**src/rtl/tpu_tile_scheduler_if.sv**
```systemverilog
// Scheduler-facing bundle: host start handshake plus systolic array and global buffer signals.
// master = scheduler side, slave = host/array/buffer side.
interface tpu_tile_scheduler_if #(
   parameter int ADDR_W = 16,
   parameter int DIM_W  = 8
);
   logic              in_valid;
   logic [DIM_W-1:0]  K;
   logic [DIM_W-1:0]  M;
   logic [DIM_W-1:0]  N;
   logic              busy;
   logic              done;
   logic [ADDR_W-1:0] A_index;
   logic [ADDR_W-1:0] B_index;
   logic              sa_clear;
   logic              sa_feed;
   logic              sa_done;
   logic [1:0]        sa_row_sel;
   logic [127:0]      sa_row_data;
   logic              C_wr_en;
   logic [ADDR_W-1:0] C_index;
   logic [127:0]      C_data_in;

   modport master (
      input  in_valid, K, M, N, sa_done, sa_row_data,
      output busy, done, A_index, B_index, sa_clear, sa_feed,
             sa_row_sel, C_wr_en, C_index, C_data_in
   );

   modport slave (
      output in_valid, K, M, N, sa_done, sa_row_data,
      input  busy, done, A_index, B_index, sa_clear, sa_feed,
             sa_row_sel, C_wr_en, C_index, C_data_in
   );
endinterface

```
**src/rtl/tpu_tile_scheduler.sv**
```systemverilog
// Walks 4x4 output tiles (n outer, m inner) for an MxK * KxN multiply on a 4x4 systolic array.
// Optional performance counters (cycle_cnt, tile_cnt) enabled by defining TPU_SCHED_PERF_CNT_EN.
module tpu_tile_scheduler #(
   parameter int ADDR_W = 16,
   parameter int DIM_W  = 8
) (
   input  logic clk,
   input  logic rst_n,
   tpu_tile_scheduler_if.master bus
`ifdef TPU_SCHED_PERF_CNT_EN
   ,
   output logic [31:0] cycle_cnt,
   output logic [15:0] tile_cnt
`endif
);

   typedef enum logic [2:0] {
      S_IDLE, S_CLEAR, S_FEED, S_WAIT, S_WB, S_NEXT, S_DONE
   } state_t;

   state_t            r_state;
   state_t            w_next;
   logic [DIM_W-1:0]  r_K, r_M, r_N;
   logic [DIM_W-1:0]  r_k, r_mTile, r_nTile;
   logic [1:0]        r_row;

   logic [DIM_W:0]    w_mt, w_nt;
   logic              w_lastM, w_lastN, w_lastK, w_anyZero, w_rowValid;
   logic [ADDR_W-1:0] w_aIdx, w_bIdx, w_cRow, w_cIdx;

   // Tile counts are ceil(dim/4), held one bit wider so M=255 cannot wrap.
   assign w_mt       = ((DIM_W+1)'(r_M) + (DIM_W+1)'(3)) >> 2;
   assign w_nt       = ((DIM_W+1)'(r_N) + (DIM_W+1)'(3)) >> 2;
   assign w_lastM    = ((DIM_W+1)'(r_mTile) + (DIM_W+1)'(1)) >= w_mt;
   assign w_lastN    = ((DIM_W+1)'(r_nTile) + (DIM_W+1)'(1)) >= w_nt;
   assign w_lastK    = (r_k == (r_K - DIM_W'(1)));
   assign w_anyZero  = (bus.K == '0) || (bus.M == '0) || (bus.N == '0);

   assign w_aIdx     = ADDR_W'(r_mTile) * ADDR_W'(r_K) + ADDR_W'(r_k);
   assign w_bIdx     = ADDR_W'(r_nTile) * ADDR_W'(r_K) + ADDR_W'(r_k);
   assign w_cRow     = ADDR_W'({r_mTile, 2'b00}) + ADDR_W'(r_row);
   assign w_cIdx     = ADDR_W'(r_nTile) * ADDR_W'(r_M) + w_cRow;
   assign w_rowValid = w_cRow < ADDR_W'(r_M);

   assign bus.C_data_in = bus.sa_row_data;

   // State register; reset aborts any tile in flight.
   always_ff @(posedge clk or negedge rst_n) begin
      if (!rst_n) r_state <= S_IDLE;
      else        r_state <= w_next;
   end

   // Next state and outputs; every output is forced to zero outside its owning state.
   always_comb begin
      w_next         = r_state;
      bus.busy       = (r_state != S_IDLE);
      bus.done       = 1'b0;
      bus.sa_clear   = 1'b0;
      bus.sa_feed    = 1'b0;
      bus.A_index    = '0;
      bus.B_index    = '0;
      bus.sa_row_sel = 2'd0;
      bus.C_wr_en    = 1'b0;
      bus.C_index    = '0;
      case (r_state)
         S_IDLE: begin
            if (bus.in_valid) w_next = w_anyZero ? S_DONE : S_CLEAR;
         end
         S_CLEAR: begin
            bus.sa_clear = 1'b1;
            w_next       = S_FEED;
         end
         S_FEED: begin
            bus.sa_feed = 1'b1;
            bus.A_index = w_aIdx;
            bus.B_index = w_bIdx;
            if (w_lastK) w_next = S_WAIT;
         end
         S_WAIT: begin
            if (bus.sa_done) w_next = S_WB;
         end
         S_WB: begin
            bus.sa_row_sel = r_row;
            bus.C_index    = w_cIdx;
            bus.C_wr_en    = w_rowValid;
            if (r_row == 2'd3) w_next = S_NEXT;
         end
         S_NEXT: begin
            w_next = (w_lastM && w_lastN) ? S_DONE : S_CLEAR;
         end
         S_DONE: begin
            bus.done = 1'b1;
            w_next   = S_IDLE;
         end
         default: w_next = S_IDLE;
      endcase
   end

   // Dimension latches and the tile/k/row walkers.
   always_ff @(posedge clk or negedge rst_n) begin
      if (!rst_n) begin
         r_K     <= '0;
         r_M     <= '0;
         r_N     <= '0;
         r_k     <= '0;
         r_mTile <= '0;
         r_nTile <= '0;
         r_row   <= 2'd0;
      end else begin
         case (r_state)
            S_IDLE: begin
               if (bus.in_valid) begin
                  r_K     <= bus.K;
                  r_M     <= bus.M;
                  r_N     <= bus.N;
                  r_k     <= '0;
                  r_mTile <= '0;
                  r_nTile <= '0;
               end
            end
            S_CLEAR: r_k   <= '0;
            S_FEED:  r_k   <= r_k + DIM_W'(1);
            S_WAIT:  r_row <= 2'd0;
            S_WB:    r_row <= r_row + 2'd1;
            S_NEXT: begin
               if (!w_lastM) begin
                  r_mTile <= r_mTile + DIM_W'(1);
               end else if (!w_lastN) begin
                  r_mTile <= '0;
                  r_nTile <= r_nTile + DIM_W'(1);
               end
            end
            default: ;
         endcase
      end
   end

`ifdef TPU_SCHED_PERF_CNT_EN
   logic [31:0] r_cycleCnt;
   logic [15:0] r_tileCnt;

   // cycle_cnt restarts on each accepted job and freezes once back in IDLE.
   always_ff @(posedge clk or negedge rst_n) begin
      if (!rst_n) begin
         r_cycleCnt <= '0;
         r_tileCnt  <= '0;
      end else begin
         if (r_state == S_IDLE && bus.in_valid) r_cycleCnt <= '0;
         else if (r_state != S_IDLE)            r_cycleCnt <= r_cycleCnt + 32'd1;
         if (r_state == S_NEXT)                 r_tileCnt  <= r_tileCnt + 16'd1;
      end
   end

   assign cycle_cnt = r_cycleCnt;
   assign tile_cnt  = r_tileCnt;
`endif

endmodule
```
**src/flat_wrapper.sv**
```systemverilog
// flat-port wrapper written by rule: the top's interface ports become plain ports
module tpu_tile_scheduler_flat 
#(
   parameter int ADDR_W = 16,
   parameter int DIM_W  = 8
)
  (clk, rst_n, bus_in_valid, bus_K, bus_M, bus_N, bus_sa_done, bus_sa_row_data, bus_busy, bus_done, bus_A_index, bus_B_index, bus_sa_clear, bus_sa_feed, bus_sa_row_sel, bus_C_wr_en, bus_C_index, bus_C_data_in);
  tpu_tile_scheduler_if #(.ADDR_W(ADDR_W), .DIM_W(DIM_W)) bus_i ();
  input  logic clk;
  input  logic rst_n;
  input wire logic [$bits(bus_i.in_valid)-1:0] bus_in_valid;
  input wire logic [$bits(bus_i.K)-1:0] bus_K;
  input wire logic [$bits(bus_i.M)-1:0] bus_M;
  input wire logic [$bits(bus_i.N)-1:0] bus_N;
  input wire logic [$bits(bus_i.sa_done)-1:0] bus_sa_done;
  input wire logic [$bits(bus_i.sa_row_data)-1:0] bus_sa_row_data;
  output wire logic [$bits(bus_i.busy)-1:0] bus_busy;
  output wire logic [$bits(bus_i.done)-1:0] bus_done;
  output wire logic [$bits(bus_i.A_index)-1:0] bus_A_index;
  output wire logic [$bits(bus_i.B_index)-1:0] bus_B_index;
  output wire logic [$bits(bus_i.sa_clear)-1:0] bus_sa_clear;
  output wire logic [$bits(bus_i.sa_feed)-1:0] bus_sa_feed;
  output wire logic [$bits(bus_i.sa_row_sel)-1:0] bus_sa_row_sel;
  output wire logic [$bits(bus_i.C_wr_en)-1:0] bus_C_wr_en;
  output wire logic [$bits(bus_i.C_index)-1:0] bus_C_index;
  output wire logic [$bits(bus_i.C_data_in)-1:0] bus_C_data_in;
  assign bus_i.in_valid = bus_in_valid;
  assign bus_i.K = bus_K;
  assign bus_i.M = bus_M;
  assign bus_i.N = bus_N;
  assign bus_i.sa_done = bus_sa_done;
  assign bus_i.sa_row_data = bus_sa_row_data;
  assign bus_busy = bus_i.busy;
  assign bus_done = bus_i.done;
  assign bus_A_index = bus_i.A_index;
  assign bus_B_index = bus_i.B_index;
  assign bus_sa_clear = bus_i.sa_clear;
  assign bus_sa_feed = bus_i.sa_feed;
  assign bus_sa_row_sel = bus_i.sa_row_sel;
  assign bus_C_wr_en = bus_i.C_wr_en;
  assign bus_C_index = bus_i.C_index;
  assign bus_C_data_in = bus_i.C_data_in;
  tpu_tile_scheduler #(.ADDR_W(ADDR_W), .DIM_W(DIM_W)) u_core (.clk(clk), .rst_n(rst_n), .bus(bus_i));
endmodule
```
**config.mk**
```make
export PLATFORM = sky130hd
export DESIGN_NAME = tpu_tile_scheduler_flat
export DESIGN_NICKNAME = d
export VERILOG_FILES = /design/src/rtl/tpu_tile_scheduler_if.sv /design/src/rtl/tpu_tile_scheduler.sv /design/src/flat_wrapper.sv
export SDC_FILE = /design/constraint.sdc
export NUM_CORES = 1
export LEC_CHECK = 0
export CORE_MARGIN = 1
export CORE_UTILIZATION = 50
export DETAILED_ROUTE_END_ITERATION = 16
export PLACE_DENSITY = 0.84
export SETUP_SLACK_MARGIN = 0.02
export SYNTH_ARGS = -nofsm -noshare
export SYNTH_HDL_FRONTEND = slang
export SYNTH_SLANG_ARGS = --single-unit
```
**constraint.sdc**
```tcl
create_clock -name clk -period 6.7 [get_ports clk]
set_input_delay 0.67 -clock clk [delete_from_list [all_inputs] [get_ports clk]]
set_output_delay 0.67 -clock clk [all_outputs]
set_load 0.005 [all_outputs]
```
# Yosys cells after proc, flatten, opt, wreduce, memory -nomap -nowiden
# Cells that the tools add are included.
# op_classes
addsub	13
n_mul	3
n_div	0
order_cmp	3
eq_ne	15
shift	0
muxes	24
bitwise	0
reduce_logical	16
# ops
cell	count
multiplier 8 x 8 -> 16 bit	3
2-to-1 mux 16 bit	3
2-to-1 mux 8 bit	5
adder 16 x 8 -> 16 bit	2
one-hot mux 8 bit (2 select lines)	2
adder 8 x 1 -> 8 bit, second input constant	3
logical NOT 8 bit	3
one-hot mux 8 bit (3 select lines)	1
adder 8 x 1 -> 9 bit, second input constant	2
adder 8 x 2 -> 9 bit, second input constant	2
greater-or-equal comparator 9 x 7 -> 1 bit	2
2-to-1 mux 3 bit	6
one-hot mux 3 bit (6 select lines)	1
adder 16 bit	1
less-than comparator 16 x 8 -> 1 bit	1
adder 10 x 2 -> 11 bit	1
equality test 3 bit, second input constant	3
equality test 8 bit	1
AND reduction 4 bit	2
subtractor 8 x 1 -> 8 bit, second input constant	1
equality test 3 x 2 -> 1 bit, second input constant	2
inequality test 2 x 1 -> 1 bit, second input constant	3
inequality test 2 bit, second input constant	3
nonzero test 3 bit	2
other kinds (13)	19
# word_totals
regBits	53
latch_bits	0
ram_bits	0
mem_bits_ro	0
inputBits	156
out_inout_bits	183
word_cells	82
mem_count	0

# Depth between registers and ports, before layout
# Gate-level depths: netlist (run 1).
# logic_depth
word_depth	6
mapped_depth	19
ltp_nobuf	17

# Least setup slack after synthesis (run 1)
# Ideal clock, no wire load.
# synth_timing
path_type	register -> output
startpoint	register u_core.r_nTile[4]
endpoint	output bus_C_index[12]
arrival_ns	4.511
required_time_ns	6.030
path_slack_ns	1.519
path_stages_with_launch	17
path_buffers	2
path_cell_list	dfrtp_1 -> clkbuf_1 -> clkbuf_1 -> and2_1 -> fa_1 -> fa_1 -> fa_1 -> inv_1 -> fa_1 -> inv_1 -> ha_1 -> a2111oi_0 -> o21ai_0 -> a31oi_1 -> o21bai_1 -> xor2_1 -> and2_1
# synth_between
elab_chain_len	3
# synth_lines
element	line_no	text
start: declaration	tpu_tile_scheduler.sv:24	logic [DIM_W-1:0] r_k, r_mTile, r_nTile;
start signal: assignment	tpu_tile_scheduler.sv:130	r_nTile <= r_nTile + DIM_W'(1);
multiplier 8 x 8 -> 16 bit	tpu_tile_scheduler.sv:42	assign w_cIdx = ADDR_W'(r_nTile) * ADDR_W'(r_M) + w_cRow;
adder 16 bit	tpu_tile_scheduler.sv:42	
2-to-1 mux 16 bit	tpu_tile_scheduler.sv:65	case (r_state)
end: declaration	flat_wrapper.sv:25	output wire logic [$bits(bus_i.C_index)-1:0] bus_C_index;
# No other way between the ends.

# Worst setup path in the final report (run 1)
# layout_timing
startpoint	register u_core.r_K[3]
endpoint	output bus_A_index[14]
# layout_between
elab_chain_len	3
# layout_lines
element	line_no	text
start: declaration	tpu_tile_scheduler.sv:23	logic [DIM_W-1:0] r_K, r_M, r_N;
start signal: assignment	tpu_tile_scheduler.sv:113	r_K <= bus.K;
multiplier 8 x 8 -> 16 bit	tpu_tile_scheduler.sv:39	assign w_aIdx = ADDR_W'(r_mTile) * ADDR_W'(r_K) + ADDR_W'(r_k);
adder 16 x 8 -> 16 bit	tpu_tile_scheduler.sv:39	
2-to-1 mux 16 bit	tpu_tile_scheduler.sv:65	
end: declaration	flat_wrapper.sv:19	output wire logic [$bits(bus_i.A_index)-1:0] bus_A_index;
# No other way between the ends.

==> impl_metrics.csv, run 1 <==
group,metric,value,unit
status,run_status,"finished clean",
synth,yosys_warnings,0,
synth,synthArstFlopShare,1.00,
place,io_buffers,82,
place,hpwl,19800,um
synth,synth_common_cells,"inv_1 (234), nand2_1 (165), and2_1 (135)",
place,place_congestion,0.864,
finish,design_area,11800,um^2
setup_path,critPathCapture,"bus_A_index[14]",
sta,setup_viol_count_final,0,
synth,ys.flop_type,"dfrtp_1",
setup_path,r2r_cells,11,
finish,drive_above_1_share,0.0165,
clock_tree,cts_tree,"yes",
clock_tree,cts_setup_buffers,0,
setup_path,start_kind,"flip-flop",
pwr,p_int,1040,uW
floorplanning,start_util,0.512,
sta,hold_ws,0.484,ns
floorplanning,die_y,155,um
clock_tree,hold_buffers,0,
synth,yosysMostFrequentCell,"inv_1",
synth,syn_area,11700,um^2
pwr,ir_drop,0.000129,V
finish,multiInputGateArea,8210,um^2
place,place_inst,1637,
synth,yosys-top-cells-area,"fa_1 (23%), ha_1 (14%), dfrtp_1 (11%)",
floorplanning,rows,55,
clock_tree,clock_sinks,53,
sta,layout_setup_ws,0.435,ns
drt,vias,8926,
clock_tree,root_buffer,"clkbuf_16",
sta,hold_viol,0,
clock_tree,clock_latency,0.30,ns
setup_path,startpoint,"u_core.r_K[3]$_DFFE_PN0P_",
clock_tree,htreeDepth,2,
synth,synth_cell_type_count,54,
finish,seq_area,1330,um^2
setup_path,rrSetupSlack,2.98,ns
pwr,seqPwrFrac,0.345,
sta,final_max_slew_viol_count,0,
pwr,sw_frac_of_total,0.497,
synth,synth-seq-cells,53,
sta,layout_worst_path_cycle_share,0.935,
finish,area_growth,1.54,%
floorplanning,die_area,23900,um^2
floorplanning,pin_count,339,
drt,routed_wirelength,24700,um
pwr,clockPowerShare,0.147,
synth,yosysSeqAreaShare,0.114,
finish,fill_cells,2036,
pwr,p_switching,1030,uW
grt,overflow,0,
place,dp_slack,0.806,ns
floorplanning,core,22800,um^2
min_path,hold_path_class,"primary input to async pin",
sta,rsz0062_at_grt,"no",
synth,synthesis.nets,1855,
finish,antenna_cells,0,
place,placed_area,11700,um^2
pwr,p_leak,0.00618,uW
drt,post_drt_via_cell_ratio,5.43,
sta,final.setup.tns,0,ns
clock_tree,clkSlewWorstSetupHoldPaths,0.08,ns
clock_tree,numCtsBuffers,5,
drt,drc,0,
pwr,pwr-share-comb,0.509,
sta,finClkSkew,0.00994,ns
setup_path,crit_arrival,5.60,ns
setup_path,reg2reg_to,"u_core.r_nTile[2]$_DFFE_PN0P_",
grt,grt_pass1_wl,41400,um
grt,antenna_found_initial,0,
grt,grt_pass1_vias,8975,
setup_path,cp.required,6.03,ns
clock_tree,post_cts_resized,0,
synth,post-synth-top-area-cell,"fa_1",
run,cap_viol_max_count,0,
finish,fin_nets,1755,
synth,synth_edf_count,0,
floorplanning,die_w,155,um
drt,dr.pass1.iters,8,
drt,drt_iter0_markers,693,
pwr,powerDensity,175,nW/um^2
setup_path,critPathMaxFanout,21,
synth,synthCells,1431,
drt,avgRoutedWirePerCell,15.0,um
sta,tightest_slew,1.11,ns
sta,max_freq,160,MHz
synth,postSynthAreaPerCell,8.14,um^2
finish,final_cell_count_no_fill,1645,
grt,grt_usage,0.212,
setup_path,rr_startpoint,"u_core.r_nTile[1]$_DFFE_PN0P_",
sta,min_period,6.27,ns
drt,ant_nets,0,
setup_path,endpoint_kind,"output port",
synth,synth_top_area_share,0.230,
clock_tree,clk_path_buf_depth,2,
sta,max_slew_margin,0.257,
grt,grt_max_degree,54,
setup_path,path_class,"flip-flop to output port",
## layer usage
| metal | global-route usage | share of wire | vias to the layer above | wire [um] |
|---|---|---|---|---|
| met1 | 0.261 | 0.40 | 4384 | 9840 |
| li1 | - | - | 4141 | - |
| met3 | 0.0423 | 0.074 | 90 | 1840 |
| met2 | 0.369 | 0.50 | 311 | 12300 |
| met4 | 0.0769 | 0.032 | 0 | 779 |
| met5 | 0 | 0 | - | 0 |
## layout by cell type (no fill, tap or decap), drive strengths merged, types with 2 or more instances in the layout
cell type,n
and3,6
o31ai,3
nor4,7
ha,134
xor2,26
o21a,10
a22o,6
nand3b,3
nand3,25
nor2,69
a211oi,2
o22ai,7
mux2i,4
xnor2,34
clkbuf,5
nand2b,10
o211ai,4
a21boi,2
and2,136
o21bai,12
o21ai,47
dfrtp,53
a2111oi,7
inv,236
nor3,14
or2,3
a21o,14
buf,6
nor3b,6
nand4,4
a31oi,4
nand2,165
fa,134
or3,6
clkdlybuf4s50,81
a21oi,34
## sequential cells by signal, indices dropped and copies added, names as in the netlist
| name | count |
|---|---|
| u_core.r_K | 8 |
| u_core.r_M | 8 |
| u_core.r_N | 8 |
| u_core.r_k | 8 |
| u_core.r_mTile | 8 |
| u_core.r_nTile | 8 |
| u_core.r_state | 3 |
| u_core.r_row | 2 |
## worst max-delay path: stages (launching register included)
cell,delay [ns]
dfrtp_1,0.83
and2_1,0.25
fa_1,0.44
fa_1,0.48
fa_1,0.54
inv_1,0.05
fa_1,0.53
inv_1,0.04
ha_1,0.34
a2111oi_0,0.40
o21ai_0,0.22
a31oi_1,0.28
o21ai_0,0.14
xnor2_1,0.15
nor2_1,0.09
clkdlybuf4s50_1,0.50
## metrics by stage
step	total power, uW	util
floorplan	1470	-
global route	2250	0.519
CTS	2070	0.519
finish	2080	0.519
detailed placement	1760	0.512
global placement	1710	0.512
## worst min-delay path by stage
stage | slack [ns] | end | from
finish | 0.48 | u_core.r_k[0]$_DFFE_PN0P_ | rst_n
global route | 0.54 | u_core.r_N[2]$_DFFE_PN0P_ | u_core.r_N[2]$_DFFE_PN0P_
CTS | 0.51 | u_core.r_N[1]$_DFFE_PN0P_ | u_core.r_N[1]$_DFFE_PN0P_
detailed placement | 0.50 | u_core.r_N[1]$_DFFE_PN0P_ | u_core.r_N[1]$_DFFE_PN0P_
global placement | 0.49 | u_core.r_N[1]$_DFFE_PN0P_ | u_core.r_N[1]$_DFFE_PN0P_
floorplan | 0.37 | u_core.r_K[0]$_DFFE_PN0P_ | rst_n
## cell families (layout without fill, tap and decap cells)
kind of cell | count (synthesis) | after routing | synth area share
compound gates | 159 | 159 | 0.0867
xor+xnor | 60 | 60 | 0.0451
fa+ha+maj | 268 | 268 | 0.374
buf+inv | 429 | 330 | 0.182
flops | 53 | 53 | 0.114
mux | 5 | 5 | 0.00472
simple gates | 457 | 457 | 0.194
## power by group through the flow
stage | logic [uW] | clock network [uW] | registers [uW]
floorplan | 988 | 0 | 483
global placement | 1010 | 0 | 701
detailed placement | 1050 | 0 | 711
CTS | 1060 | 306 | 705
global route | 1200 | 317 | 740
finish | 1060 | 305 | 715
## layout make-up
type,count,area share
Inverter,235,0.0746
Sequential cell,53,0.112
Tap cell,313,0.0331
Clock buffer,5,0.0106
Clock inverter,3,0.00370
Multi-Input combinational cell,949,0.694
Timing Repair Buffer,87,0.0721
No activity file was read; power rests on OpenSTA's default activity.
==> run 2, diff against run 1 <==
Settings changed: CORE_ASPECT_RATIO from default to 0.5, CTS_BUF_LIST from default to sky130_fd_sc_hd__clkbuf_16.
==> run 2 against run 1 <==
Critical path depth rose by 1. Via count fell by 0.56%. First-iteration DRC count fell by 17%. Worst hold slack improved by 0.0025 ns. Routed wire length rose by 14%. Register-to-register slack got worse by 0.05 ns. Non-clock buffer count rose by 5. Critical path type unchanged.
==> impl_metrics.csv, run 2 (synthesized netlist as in run 1, its figures left out) <==
group,metric,value,unit
place,place_congestion,0.885,
setup_path,slowest_stage,"dfrtp_1",
finish,fin_nets,1760,
drt,dr.pass1.iters,5,
setup_path,crit_arrival,5.64,ns
floorplanning,start_util,0.510,
setup_path,rr_startpoint,"u_core.r_nTile[0]$_DFFE_PN0P_",
setup_path,cp_slowest_stage_delay,0.88,ns
finish,layout_commonest_cell,"inv_1",
sta,hold_viol,0,
clock_tree,hold_buffers,0,
place,io_buffers,82,
clock_tree,clkSlewWorstSetupHoldPaths,0.07,ns
floorplanning,die_w,218,um
sta,layout_worst_path_cycle_share,0.943,
drt,routed_wirelength,28200,um
clock_tree,htreeDepth,2,
pwr,powerDensity,180,nW/um^2
drt,vias,8876,
status,run_status,"finished clean",
sta,final_max_slew_viol_count,0,
clock_tree,clk_path_buf_depth,2,
grt,gr-usage-met2,0.404,
run,cap_viol_max_count,0,
setup_path,critPathMaxFanout,22,
floorplanning,core,22800,um^2
grt,met3_usage,0.0686,
grt,antenna_found_initial,0,
finish,layout_common_cells,"inv_1 (234), nand2_1 (165), and2_1 (135)",
floorplanning,pin_count,339,
pwr,p_leak,0.00620,uW
drt,drc,0,
clock_tree,clock_latency,0.29,ns
setup_path,path_class,"flip-flop to output port",
setup_path,startpoint,"u_core.r_nTile[0]$_DFFE_PN0P_",
grt,grt_usage,0.241,
grt,grtUsageMet1,0.291,
setup_path,start_kind,"flip-flop",
drt,drt_iter0_markers,572,
clock_tree,numCtsBuffers,5,
setup_path,crit_top_cell,"fa_1",
sta,max_slew_margin,0.451,
sta,tightest_slew,0.823,ns
grt,overflow,0,
setup_path,endpoint_kind,"output port",
drt,post_drt_via_cell_ratio,5.40,
finish,fill_cells,2045,
sta,min_period,6.31,ns
drt,ant_nets,0,
grt,grt_pass1_vias,9029,
pwr,ir_drop,0.000163,V
clock_tree,clock_sinks,53,
drt,avgRoutedWirePerCell,17.2,um
finish,area_growth,2.07,%
floorplanning,die_area,24000,um^2
sta,hold_ws,0.486,ns
sta,finClkSkew,0.00327,ns
sta,final.setup.tns,0,ns
min_path,hold_path_class,"primary input to async pin",
clock_tree,root_buffer,"clkbuf_16",
place,place_inst,1636,
sta,max_freq,158,MHz
sta,setup_viol_count_final,0,
finish,final_cell_count_no_fill,1644,
grt,busiest_layer,"met2",
place,hpwl,22800,um
floorplanning,rows,39,
setup_path,cp.required,6.03,ns
setup_path,path_cells,"nand2_1, fa_1, fa_1, inv_1, fa_1, inv_1, fa_1, inv_1, ha_1, a2111oi_0, nor2_1, a31oi_1, o21bai_1, xor2_1, and2_1, clkdlybuf4s50_1",
finish,drive_above_1_share,0.0262,
sta,rsz0062_at_grt,"no",
floorplanning,die_y,110,um
grt,grt_max_degree,54,
clock_tree,cts_tree,"yes",
finish,antenna_cells,0,
grt,grt_pass1_wl,45700,um
## run 2: power breakdown
part | internal (uW) | switching (uW)
clock network | 213 | 118
registers | 415 | 287
logic | 464 | 642
## run 2: final timing paths
kind	to	slack, ns	cells past startpoint
worst max register to register	u_core.r_nTile[2]$_DFFE_PN0P_	2.93	11
worst max-delay path	bus_C_index[12]	0.39	16
max in group asynchronous	u_core.r_mTile[2]$_DFFE_PN0P_	5.70	2
worst min-delay path	u_core.r_M[7]$_DFFE_PN0P_	0.49	2
min in group clk	u_core.r_N[2]$_DFFE_PN0P_	0.51	2
worst min register to register	u_core.r_N[2]$_DFFE_PN0P_	0.51	2
## run 2: area by class of cell
| type | count | area [um^2] | area share |
|---|---|---|---|
| Tap cell | 307 | 384 | 0.0323 |
| Multi-Input combinational cell | 949 | 8210 | 0.690 |
| Inverter | 235 | 882 | 0.0742 |
| Clock inverter | 3 | 65.1 | 0.00547 |
| Sequential cell | 53 | 1340 | 0.112 |
| Clock buffer | 5 | 125 | 0.0105 |
| Timing Repair Buffer | 92 | 891 | 0.0749 |
## run 2: repair_timing
action	4_1_cts	5_1_grt
setup buffers	0	0
gates resized for setup	0	9
endpoints found under the setup margin	0	2
## run 2: worst max-delay path: cells and delay by family, from the launching register on
| kind | cells | cell delay [ns] |
|---|---|---|
| flops | 1 | 0.88 |
| simple gates | 3 | 0.43 |
| buf+inv | 4 | 0.65 |
| fa+ha+maj | 5 | 2.48 |
| compound gates | 3 | 0.73 |
| xor+xnor | 1 | 0.17 |
## run 2: per-layer routing
metal / wire length [um] / up-vias
li1: - / 4140
met4: 1130 / 0
met2: 13100 / 392
met5: 0 / -
met3: 2990 / 98
met1: 11000 / 4246
## run 2: stage by stage
step                       util  setup slack (ns)  area, um^2  total power [uW]
after floorplan               -              1.52       11700              1470
after global routing      0.521            0.0227       11900              2320
after CTS                 0.520             0.349       11900              2120
final                     0.521             0.385       11900              2140
after detailed placement  0.512             0.687       11700              1780
after global placement    0.512             0.754       11700              1730
==> run 3, diff against run 2 <==
Settings changed: CAP_MARGIN from default to 20, CORE_ASPECT_RATIO 0.5 to 0.9.
==> run 3 against run 2 <==
Sequential share of layout area is essentially flat. Clock power shrank 11%. Largest cell class unchanged. Highest routed layer unchanged. Die area shrank 0.15%.
==> impl_metrics.csv, run 3 (synthesized netlist as in run 1, its figures left out) <==
group,metric,value,unit
sta,tightest_slew,0.862,ns
floorplanning,start_util,0.515,
finish,area_growth,1.29,%
place,io_buffers,82,
floorplanning,rows,52,
pwr,powerDensity,175,nW/um^2
sta,max_freq,161,MHz
drt,m1WireLength,10400,um
setup_path,path_class,"flip-flop to output port",
finish,layout_commonest_cell,"inv_1",
drt,ant_nets,0,
sta,finClkSkew,0.00369,ns
setup_path,endpoint_kind,"output port",
setup_path,crit_top_cell,"fa_1",
drt,wl_met3,1800,um
finish,fill_cells,2027,
setup_path,crit_arrival,5.54,ns
drt,routed.top_layer,"met4",
floorplanning,pin_count,339,
setup_path,slowest_stage,"dfrtp_1",
grt,grt_pass1_vias,9129,
drt,drc,0,
setup_path,cp_slowest_stage_delay,0.79,ns
setup_path,critPathCapture,"bus_C_index[14]",
floorplanning,core,22600,um^2
place,place_congestion,0.890,
pwr,ir_drop,0.000149,V
setup_path,cp.required,6.03,ns
sta,max_slew_margin,0.424,
finish,fin_nets,1755,
grt,antenna_found_initial,0,
sta,final_max_slew_viol_count,0,
drt,wl_met2,12300,um
setup_path,critPathMaxFanout,21,
drt,avgRoutedWirePerCell,15.4,um
drt,post_drt_via_cell_ratio,5.51,
setup_path,rr_startpoint,"u_core.r_nTile[0]$_DFFE_PN0P_",
pwr,p_leak,0.00617,uW
clock_tree,clock_latency,0.30,ns
drt,routed_wirelength,25100,um
setup_path,path_cells,"and2_1, fa_1, fa_1, fa_1, inv_1, fa_1, inv_1, ha_1, a2111oi_0, o21ai_0, a31oi_1, o21ai_0, xnor2_1, nor2_1, clkdlybuf4s50_1",
setup_path,rrSetupSlack,2.96,ns
sta,rsz0062_at_grt,"no",
clock_tree,cts_tree,"yes",
setup_path,startpoint,"u_core.r_nTile[2]$_DFFE_PN0P_",
finish,drive_above_1_share,0.0158,
clock_tree,post_cts_resized,0,
min_path,hold_path_class,"primary input to async pin",
clock_tree,cts_setup_buffers,0,
clock_tree,hold_buffers,0,
sta,layout_worst_path_cycle_share,0.927,
clock_tree,clkSlewWorstSetupHoldPaths,0.07,ns
clock_tree,clock_sinks,53,
drt,vias,8969,
sta,setup_viol_count_final,0,
grt,grt_usage,0.219,
status,run_status,"finished clean",
sta,final.setup.tns,0,ns
floorplanning,die_w,163,um
sta,min_period,6.21,ns
grt,overflow,0,
place,dp_slack,0.806,ns
setup_path,r2r_cells,11,
setup_path,reg2reg_to,"u_core.r_nTile[2]$_DFFE_PN0P_",
setup_path,start_kind,"flip-flop",
place,hpwl,20000,um
finish,antenna_cells,0,
floorplanning,die_area,23900,um^2
finish,layout_common_cells,"inv_1 (234), nand2_1 (165), and2_1 (135)",
sta,hold_ws,0.492,ns
drt,drt_iter0_markers,723,
clock_tree,htreeDepth,2,
clock_tree,clk_path_buf_depth,2,
grt,grt_max_degree,54,
clock_tree,root_buffer,"clkbuf_16",
grt,grt_pass1_wl,42600,um
sta,hold_viol,0,
floorplanning,die_y,147,um
clock_tree,numCtsBuffers,5,
run,cap_viol_max_count,0,
drt,dr.pass1.iters,6,
sta,layout_setup_ws,0.486,ns
-- run 3: changes by cell type in the layout (fill, tap and decap cells not counted) --
cell | before | now
bufinv_16 | 2 | 1
clkbuf_4 | 0 | 1
dfrtp_1 | 45 | 53
a2111oi_0 | 6 | 7
a2111oi_1 | 1 | 0
buf_4 | 10 | 4
dfrtp_2 | 8 | 0
-- run 3: worst min-delay path by stage --
| stage | from | to | slack [ns] | depth (start not counted) |
|---|---|---|---|---|
| floorplan | rst_n | u_core.r_K[0]$_DFFE_PN0P_ | 0.37 | 0 |
| global placement | u_core.r_N[2]$_DFFE_PN0P_ | u_core.r_N[2]$_DFFE_PN0P_ | 0.49 | 2 |
| detailed placement | u_core.r_N[1]$_DFFE_PN0P_ | u_core.r_N[1]$_DFFE_PN0P_ | 0.49 | 2 |
| CTS | u_core.r_N[1]$_DFFE_PN0P_ | u_core.r_N[1]$_DFFE_PN0P_ | 0.51 | 2 |
| global route | u_core.r_N[0]$_DFFE_PN0P_ | u_core.r_N[0]$_DFFE_PN0P_ | 0.55 | 2 |
| finish | rst_n | u_core.r_k[3]$_DFFE_PN0P_ | 0.49 | 2 |
-- run 3: metal layers --
metal / up-vias / track usage
met5: - / 0
met4: 0 / 0.0617
met3: 72 / 0.0364
met2: 392 / 0.370
met1: 4381 / 0.289
li1: 4124 / -
-- run 3: critical path, delay by kind of cell, from the launching register on --
family	cells	cell delay, ns
compound gates	4	0.98
xor+xnor	1	0.14
fa+ha+maj	5	2.39
buf+inv	3	0.61
flops	1	0.79
simple gates	2	0.34
-- run 3: layout make-up --
cell class | instances | area (um^2) | area share
clock inverters | 2 | 35.0 | 0.00297
flip-flops and latches | 53 | 1330 | 0.112
repair buffers | 87 | 853 | 0.0723
multi-input cells | 949 | 8210 | 0.696
well taps | 297 | 372 | 0.0315
clock buffers | 5 | 125 | 0.0106
inverters | 235 | 882 | 0.0747
-- run 3: metrics by stage --
step	power (uW)	std cells	area (um^2)	utilization
floorplan	1470	1431	11700	-
global placement	1710	1620	11600	0.514
detailed placement	1750	1620	11600	0.514
CTS	2060	1627	11800	0.521
global route	2260	1628	11800	0.521
finish	2070	1628	11800	0.521
-- run 3: report_power, final --
group          total (uW)  switching (uW)  internal (uW)
Sequential            721             311            411
Clock                 293             120            174
Combinational        1050             599            455
